**src/rtl/seven_segment_mux_driver.sv**
```systemverilog
// Time-multiplexed hex driver for a bank of 7-segment digits with frame-synchronous
// updates, leading-zero blanking, decimal points, PWM brightness and an anti-ghost gap.
module seven_segment_mux_driver #(
    parameter int NUM_DIGITS = 8,
    parameter int DIV_WIDTH  = 10,
    parameter int BRIGHT_W   = 3,
    parameter bit ACTIVE_LOW = 1'b1
) (
    input  logic                      clk,
    input  logic                      rst_n,
    input  logic [4*NUM_DIGITS-1:0]   data_in,
    input  logic [NUM_DIGITS-1:0]     dp_in,
    input  logic                      data_valid,
    output logic                      data_ready,
    input  logic [NUM_DIGITS-1:0]     digit_en,
    input  logic                      blank_lz,
    input  logic [BRIGHT_W-1:0]       brightness,
    output logic [6:0]                segment_cathode,
    output logic [NUM_DIGITS-1:0]     segment_anode,
    output logic                      segment_dp,
    output logic                      frame_tick
);

    localparam int IDX_W = (NUM_DIGITS > 1) ? $clog2(NUM_DIGITS) : 1;
    localparam logic [IDX_W-1:0]      LAST_IDX  = IDX_W'(NUM_DIGITS - 1);
    localparam logic [DIV_WIDTH-1:0]  PRESC_MAX = '1;
    localparam logic [NUM_DIGITS-1:0] ONE_HOT0  = NUM_DIGITS'(1);
    localparam logic [NUM_DIGITS-1:0] ANODE_OFF = {NUM_DIGITS{ACTIVE_LOW}};
    localparam logic [6:0]            SEG_OFF   = {7{ACTIVE_LOW}};

    logic [DIV_WIDTH-1:0]  presc;
    logic [IDX_W-1:0]      idx;
    logic [4*NUM_DIGITS-1:0] disp_word;
    logic [4*NUM_DIGITS-1:0] pend_word;
    logic [NUM_DIGITS-1:0] disp_dp;
    logic [NUM_DIGITS-1:0] pend_dp;
    logic                  pend_full;

    logic [3:0]            nib [NUM_DIGITS];
    logic [NUM_DIGITS-1:0] lz_mask;
    logic [BRIGHT_W-1:0]   phase;
    logic [NUM_DIGITS-1:0] anode_sel;
    logic                  slot_end;
    logic                  frame_end;
    logic                  accept;
    logic                  commit;
    logic                  digit_on;

    // Glyph table in active-low form (0 = segment lit), bit order {a,b,c,d,e,f,g}.
    function automatic logic [6:0] hex_glyph(input logic [3:0] v);
        case (v)
            4'h0:    hex_glyph = 7'b0000001;
            4'h1:    hex_glyph = 7'b1001111;
            4'h2:    hex_glyph = 7'b0010010;
            4'h3:    hex_glyph = 7'b0000110;
            4'h4:    hex_glyph = 7'b1001100;
            4'h5:    hex_glyph = 7'b0100100;
            4'h6:    hex_glyph = 7'b0100000;
            4'h7:    hex_glyph = 7'b0001111;
            4'h8:    hex_glyph = 7'b0000000;
            4'h9:    hex_glyph = 7'b0000100;
            4'hA:    hex_glyph = 7'b0001000;
            4'hB:    hex_glyph = 7'b1100000;
            4'hC:    hex_glyph = 7'b0110001;
            4'hD:    hex_glyph = 7'b1000010;
            4'hE:    hex_glyph = 7'b0110000;
            default: hex_glyph = 7'b0111000;
        endcase
    endfunction

    // lz_mask[i] is set when nibbles i..top are all zero; digit 0 is never blanked.
    for (genvar g = 0; g < NUM_DIGITS; g++) begin : g_nib
        assign nib[g] = disp_word[4*g +: 4];
        if (g == 0) begin : g_first
            assign lz_mask[g] = 1'b0;
        end else begin : g_rest
            assign lz_mask[g] = (disp_word[4*NUM_DIGITS-1:4*g] == '0);
        end
    end

    assign phase      = presc[DIV_WIDTH-1 -: BRIGHT_W];
    assign slot_end   = (presc == PRESC_MAX);
    assign frame_end  = slot_end && (idx == LAST_IDX);
    assign accept     = data_valid && !pend_full;
    assign commit     = frame_end && pend_full;
    assign data_ready = !pend_full;
    assign anode_sel  = ONE_HOT0 << idx;
    assign digit_on   = digit_en[idx] && (presc != '0) && (phase <= brightness)
                        && !(blank_lz && lz_mask[idx]);

    always_ff @(posedge clk or negedge rst_n) begin
        if (!rst_n) begin
            presc           <= '0;
            idx             <= '0;
            disp_word       <= '0;
            disp_dp         <= '0;
            pend_word       <= '0;
            pend_dp         <= '0;
            pend_full       <= 1'b0;
            frame_tick      <= 1'b0;
            segment_anode   <= ANODE_OFF;
            segment_cathode <= SEG_OFF;
            segment_dp      <= ACTIVE_LOW;
        end else begin
            presc <= presc + 1'b1;
            if (slot_end) begin
                idx <= (idx == LAST_IDX) ? '0 : idx + 1'b1;
            end

            // Accept needs an empty buffer and commit a full one, so they never collide.
            if (accept) begin
                pend_word <= data_in;
                pend_dp   <= dp_in;
                pend_full <= 1'b1;
            end else if (commit) begin
                disp_word <= pend_word;
                disp_dp   <= pend_dp;
                pend_full <= 1'b0;
            end

            frame_tick <= frame_end;

            // Output stage: everything below lags prescaler/index by one clock.
            if (digit_on) begin
                segment_anode   <= anode_sel ^ ANODE_OFF;
                segment_cathode <= hex_glyph(nib[idx]) ^ {7{~ACTIVE_LOW}};
                segment_dp      <= disp_dp[idx] ? ~ACTIVE_LOW : ACTIVE_LOW;
            end else begin
                segment_anode   <= ANODE_OFF;
                segment_cathode <= SEG_OFF;
                segment_dp      <= ACTIVE_LOW;
            end
        end
    end

endmodule

```
**config.mk**
```make
export PLATFORM = sky130hd
export DESIGN_NAME = seven_segment_mux_driver
export DESIGN_NICKNAME = d
export VERILOG_FILES = /design/src/rtl/seven_segment_mux_driver.sv
export SDC_FILE = /design/constraint.sdc
export NUM_CORES = 1
export LEC_CHECK = 0
export BUFFER_PORTS_ARGS = -buffer_cell sky130_fd_sc_hd__buf_4
export CORE_UTILIZATION = 61
export CTS_CLUSTER_SIZE = 25
export DETAILED_ROUTE_END_ITERATION = 8
export PLACE_DENSITY = 0.83
export SETUP_SLACK_MARGIN = 0.4
export SYNTH_ARGS = -nofsm -noshare
export SYNTH_HDL_FRONTEND = slang
export SYNTH_SLANG_ARGS = --single-unit
```
**constraint.sdc**
```tcl
create_clock -name clk -period 4 [get_ports clk]
set_input_delay 0.2 -clock clk [delete_from_list [all_inputs] [get_ports clk]]
set_output_delay 0.2 -clock clk [all_outputs]
set_load 0.005 [all_outputs]
```
==> results of run 1 <==
[cell type report]
| class | instances | area [sq um] | area share |
|---|---|---|---|
| timing repair buffer | 73 | 548.0 | 0.09547 |
| clock buffer | 9 | 123.9 | 0.02158 |
| multi-input combinational | 207 | 2019 | 0.3518 |
| sequential | 111 | 2798 | 0.4874 |
| tap | 102 | 127.6 | 0.02223 |
| clock inverter | 7 | 71.32 | 0.01242 |
| inverter | 14 | 52.55 | 0.009154 |
[metal layers]
| layer | up-vias | routed length [microns] | global-route usage |
|---|---|---|---|
| li1 | 1378 | - | - |
| met1 | 1537 | 4005 | 0.3248 |
| met2 | 82 | 4300 | 0.3593 |
| met3 | 15 | 439 | 0.02956 |
| met4 | 0 | 164 | 0.09245 |
| met5 | - | 0 | 0 |
[registers in the layout (all words and copies together), names as in the netlist]
register and count:
presc 10, segment_cathode 7, segment_anode 8, idx 3
disp_word 32, pend_word 32, pend_full 1, disp_dp 8
frame_tick 1, segment_dp 1, pend_dp 8
[synth_stat cells (all sizes together), types with 4 or more instances]
library cell / count / share of area
nand2: 21 / 0.016
nand3: 13 / 0.013
o21ai: 7 / 0.0070
dfrtp: 95 / 0.48
xnor2: 5 / 0.0088
mux2: 82 / 0.19
nor2: 4 / 0.0035
inv: 13 / 0.0098
dfstp: 16 / 0.084
clkbuf: 6 / 0.0045
a21oi: 5 / 0.0050
mux4: 12 / 0.054
buf: 12 / 0.021
ha: 17 / 0.043
nor4: 8 / 0.010
[metrics by stage]
step	hold slack [ns]	worst slack (ns)
after global routing	0.05095	0.8290
final	0.001159	1.051
after detailed placement	0.4294	1.092
after CTS	0.04557	1.084
after floorplan	-0.09559	1.740
after global placement	0.4180	1.205
[power by group]
part / switching (W) / internal [W] / total, W / leakage [nW]
combinational: 0.0000494 / 0.0000826 / 0.000132 / 1.23
clock: 0.000368 / 0.000291 / 0.000659 / 0.103
sequential: 0.0000301 / 0.00118 / 0.00121 / 1.40
total: 0.000447 / 0.00156 / 0.00200 / 2.74
[worst paths after layout]
| kind | startpoint | to | cells after the start |
|---|---|---|---|
| hold reg to reg | pend_word[0]$_DFFE_PN0P_ | disp_word[0]$_DFFE_PN0P_ | 1 |
| max in group asynchronous | rst_n | pend_word[0]$_DFFE_PN0P_ | 2 |
| min in group clk | data_in[7] | pend_word[7]$_DFFE_PN0P_ | 2 |
| setup / recovery | idx[0]$_DFFE_PN0N_ | segment_cathode[3]$_DFF_PN1_ | 5 |
| hold / removal | rst_n | pend_word[20]$_DFFE_PN0P_ | 1 |
| setup reg to reg | idx[0]$_DFFE_PN0N_ | segment_cathode[3]$_DFF_PN1_ | 5 |
[logic make-up after synthesis]
group	Yosys count
compound gates	26
simple gates	59
xor+xnor	8
buf+inv	32
flops	111
fa+ha+maj	17
mux	97
[cell usage in the layout, fill, tap and decap left out, drive strengths merged]
cell type / netlist / final
mux4: 12 / 12
buf: 12 / 73
or4: 1 / 1
nand2: 21 / 21
mux2i: 3 / 3
dfrtp: 95 / 95
o211ai: 3 / 3
ha: 17 / 17
o21a: 1 / 1
nor4: 8 / 8
bufinv: 0 / 1
inv: 13 / 14
a21oi: 5 / 5
o22ai: 1 / 1
a31oi: 2 / 2
a2bb2oi: 1 / 1
nand3: 13 / 13
nor2: 4 / 4
o221ai: 3 / 3
and2: 3 / 3
o21ai: 7 / 7
nand3b: 2 / 2
xor2: 3 / 3
and3: 2 / 2
dfstp: 16 / 16
clkbuf: 6 / 9
nand2b: 2 / 2
xnor2: 5 / 5
clkinv: 1 / 6
a2111oi: 2 / 2
or2: 1 / 1
nor2b: 1 / 1
nor3: 1 / 1
a21o: 1 / 1
mux2: 82 / 82
==> qor.yml, run 1 <==
status:
  outcome: "complete, no violations"
critical_path:
  crit_arrival_ns: 3.21
  setup.reg_to_reg.worst_slack_ns: 1.05
  slowest_stage: "dfrtp_1"
  cp_max_fo: 18
  crit_path_cell_trace: "mux4_2 > mux2i_1 > mux2_1 > o21ai_0 > nand2_1"
  cp-start-kind: "register"
  endpoint_kind: "register"
  critPathTopFamily: "multiplexers"
  crit_type: "reg -> reg"
  worst-path-buf-inv: 0
  cp.required_ns: 4.27
  cpPeakStageDelay_ns: 0.93
run:
  maxCapViolations: 0
clocking:
  clockBufferDepth: 2
  post-cts-setup-buffer-count: 0
  cts_buffers: 9
  clkSinkCount: 111
  cts_tree: "done"
  cts_root_buf: "clkbuf_8"
  cts_resized: 0
  htreeDepth: 3
  clk_pin_slew_worst_paths_ns: 0.10
  hold_buffers: 0
  clk_latency_ns: 0.36
detailed_routing:
  ant_nets: 0
  vias_per_cell: 5.759
  first_pass_iters: 4
  vias: 3012
  drtIter0Drc: 125
  drc: 0
  wl_per_cell_microns: 17.04
  wirelength_mm: 8.910
power:
  p_leak_nw: 2.736
  p_total_w: 0.002003
  power_density_mw_per_mm2: 348.9
  ir_drop_v: 0.0002195
final_layout:
  final_layout_size_suffix_gt1_frac: 0.3895
  nNetsFinal: 488
  area_growth_pct: 15.02
  finalNonFillerCells: 523
  finish.utilization: 0.7353
  design_area_sq_mm: 0.005741
  nFillCells: 496
  antennaDiodeCount: 0
die:
  die_y_microns: 92.46
  die_x_microns: 92.46
  start_util: 0.6393
  design.core.area_sq_mm: 0.007807
  ios: 73
  design.die.area_sq_mm: 0.008548
  row_count: 32
sta:
  hold_viol: 0
  period_share: 0.7373
  post-route-min-period_ns: 2.949
  max_freq_mhz: 339.1
  skew_ns: 0.01111
  final_max_slew_viol_count: 0
  rsz0062_at_grt: "no"
  setup_viol_count_final: 0
  relSlewSlack: 0.2707
  finalSetupTns_ns: 0
  worst_pin_slew_ns: 1.092
synthesis:
  syn_area_sq_mm: 0.004991
  synthXorXnorAreaFrac: 0.01404
  syn_avg_cell_area_sq_um: 14.26
  syn-num-nets: 422
  synth_seq_cells: 111
  synth_top_family_by_area: "multiplexers"
  ys_types: 41
  ys_seq_area_frac: 0.5605
  async_flop_share: 1.000
  synth_compound_area_frac: 0.04136
  yosysWarnings: 0
  ys.flop_type: "dfrtp_1"
  synth_simple_gate_area_frac: 0.05991
  synthAdderAreaFrac: 0.04262
  synth_cells: 350
  muxShareOfSynthArea: 0.2452
  synth-edff-count: 0
grt:
  grt_usage: 0.2281
  grt_pass1_wl_mm: 15.00
  grt_pass1_vias: 3120
  antenna_found_initial: 0
  overflow: 0
  grt_max_degree: 91
place:
  place_congestion: 0.8138
  place_hpwl_mm: 6.372
  place.port_buffers: 72
  dpl_cell_area_sq_mm: 0.005545
  place_inst: 507
hold_path:
  hold_class: "in -> async"
Power figures use the tool's default switching activity.
==> inputs of run 2 (changes only) <==
Settings changed: CORE_UTILIZATION 61 to 51, PLACE_DENSITY 0.83 to 0.74.
Clock period 4 ns to 2.7 ns, I/O delays scaled along.
==> run 2 against run 1 <==
Compared with the run above:
- sequential share of layout area is 4.6 points lower
- die area grew 19%
- via count rose by 5.6%
- combinational power increased by 92%
- power is 48% higher
- cell count is 16% higher
- sequential cell count unchanged
- clock power grew 38%
- critical endpoint unchanged
- critical path depth up 4
- design area rose by 11%
- fmax increased by 34%
- hold slack better by 0.029 ns
==> qor.yml, run 2 (synthesis results as in run 1) <==
detailed_routing:
  wl_per_cell_microns: 15.52
  vias_per_cell: 5.234
  vias: 3182
  first_pass_iters: 4
  drc: 0
  ant_nets: 0
  wirelength_mm: 9.439
  drtIter0Drc: 110
clocking:
  cts_tree: "done"
  htreeDepth: 3
  clk_pin_slew_worst_paths_ns: 0.09
  cts_buffers: 9
  clkSinkCount: 111
  clockBufferDepth: 2
  clk_latency_ns: 0.36
  cts_root_buf: "clkbuf_8"
sta:
  rsz0062_at_grt: "yes"
  post-route-min-period_ns: 2.195
  worst_pin_slew_ns: 0.7467
  period_share: 0.8128
  finalSetupTns_ns: 0
  relSlewSlack: 0.5022
  setup_viol_count_final: 0
  final_max_slew_viol_count: 0
  hold_viol: 0
  max_freq_mhz: 455.6
  skew_ns: 0.01017
  hold_slack_ns: 0.02972
power:
  combPwrFrac: 0.086
  seq_power_share: 0.607
  swShare: 0.2278
  p_total_w: 0.002957
  switchingPower_w: 0.0006735
  p_int_w: 0.002283
  ir_drop_v: 0.0003920
  p_leak_nw: 2.993
  power_density_mw_per_mm2: 466.0
  pwr-share-clk: 0.307
grt:
  grt_usage: 0.2065
  grt_pass1_vias: 3276
  grt_pass1_wl_mm: 16.04
  grt_max_degree: 61
  antenna_found_initial: 0
  overflow: 0
hold_path:
  holdCritStartpoint: "data_in[2]"
  min_path_cells: 2
  hold_class: "in -> reg"
critical_path:
  worst-path-buf-inv: 2
  crit_path_cell_trace: "buf_4 > mux4_2 > nand2_1 > and2_1 > inv_1 > ha_1 > mux2_1 > o21ai_0 > nand2_1"
  crit_arrival_ns: 2.49
  crit_start: "idx[1]$_DFFE_PN0N_"
  critical_path_depth: 9
  slowest_stage: "dfrtp_2"
  endpoint_kind: "register"
  crit_type: "reg -> reg"
  cp.required_ns: 3.00
  cp-start-kind: "register"
  cpPeakStageDelay_ns: 0.45
  reg2regPathDepth: 9
  timing.rr.start: "idx[1]$_DFFE_PN0N_"
  cp_common_cell: "nand2_1"
  cp_max_fo: 10
  critPathTopFamily: "multiplexers"
die:
  ios: 73
  row_count: 35
  die_x_microns: 100.9
  design.die.area_sq_mm: 0.01019
  die_y_microns: 100.9
  start_util: 0.5326
  design.core.area_sq_mm: 0.009371
final_layout:
  final_cell_mix: "93 x dfrtp_1, 87 x buf_4, 42 x mux2_1, 41 x dlygate4sd3_1, 40 x mux2_2"
  design_area_sq_mm: 0.006345
  final_layout_size_suffix_gt1_frac: 0.3841
  top_regs: "disp_word x32, pend_word x32, presc x10"
  antennaDiodeCount: 0
  final_common_cell: "dfrtp_1"
  area_growth_pct: 27.12
  nNetsFinal: 546
status:
  outcome: "complete, no violations"
place:
  place.port_buffers: 72
  dpl_cell_area_sq_mm: 0.005684
  place_hpwl_mm: 6.692
  place_congestion: 0.7861
run:
  maxCapViolations: 0
-- run 2: changes by cell type in the layout (fill, tap and decap cells not counted) --
| cell | delta |
|---|---|
| and3_1 | -1 |
| nand2_4 | +1 |
| dfrtp_2 | +2 |
| nand2_2 | -1 |
| and3_2 | +1 |
| buf_12 | +3 |
| clkinv_2 | -1 |
| buf_4 | +14 |
| clkbuf_8 | +1 |
| clkinvlp_4 | +1 |
| bufinv_16 | -1 |
| dlygate4sd3_1 | +41 |
| dfrtp_1 | -2 |
-- run 2: cell type report --
type                    count  area, sq um
fillers                   683         3027
multi-input cells         207         2026
flip-flops and latches    111         2800
clock buffers              10        137.6
clock inverters             6        43.79
well taps                 129        161.4
repair buffers            131         1124
inverters                  14        52.55
-- run 2: power groups by stage --
stage | Combinational, W | Clock (W) | Sequential (W)
3_3_place_gp | 0.000196 | 0 | 0.00183
5_1_grt | 0.000280 | 0.00100 | 0.00181
2_1_floorplan | 0.0000865 | 0 | 0.00181
6_report | 0.000253 | 0.000908 | 0.00180
4_1_cts | 0.000255 | 0.000943 | 0.00180
3_5_place_dp | 0.000203 | 0 | 0.00183
-- run 2: routing by layer --
metal  track usage  part of all wire
met5             0                 0
met4       0.04905             0.010
met3       0.04438             0.039
met2        0.3446              0.49
met1        0.2782              0.46
-- run 2: stage by stage --
| stage | utilization | cells | setup WS [ns] |
|---|---|---|---|
| final | 0.6770 | 608 | 0.5053 |
| after global routing | 0.6770 | 608 | 0.3407 |
| after CTS | 0.6724 | 603 | 0.4034 |
| after detailed placement | 0.6065 | 543 | 0.2447 |
| after global placement | 0.6065 | 543 | 0.3294 |
| after floorplan | - | 350 | 0.4398 |
-- run 2: what timing repair did --
item                                    4_1_cts  5_1_grt
pin swaps                                     1        0
buffers inserted                              3        5
gates resized for setup                       2        2
hold buffers                                 41        0
hold endpoints to repair                     98        0
endpoints found under the setup margin       11       33
-- run 2: worst paths after layout --
kind | endpoint | slack [ns]
worst min-delay path | pend_word[2]$_DFFE_PN0P_ | 0.03
worst min register to register | disp_dp[0]$_DFFE_PN0P_ | 0.49
worst max register to register | segment_cathode[3]$_DFF_PN1_ | 0.51
min in group asynchronous | pend_word[30]$_DFFE_PN0P_ | 0.37
max in group asynchronous | segment_anode[3]$_DFF_PN1_ | 1.55
worst max-delay path | segment_cathode[3]$_DFF_PN1_ | 0.51
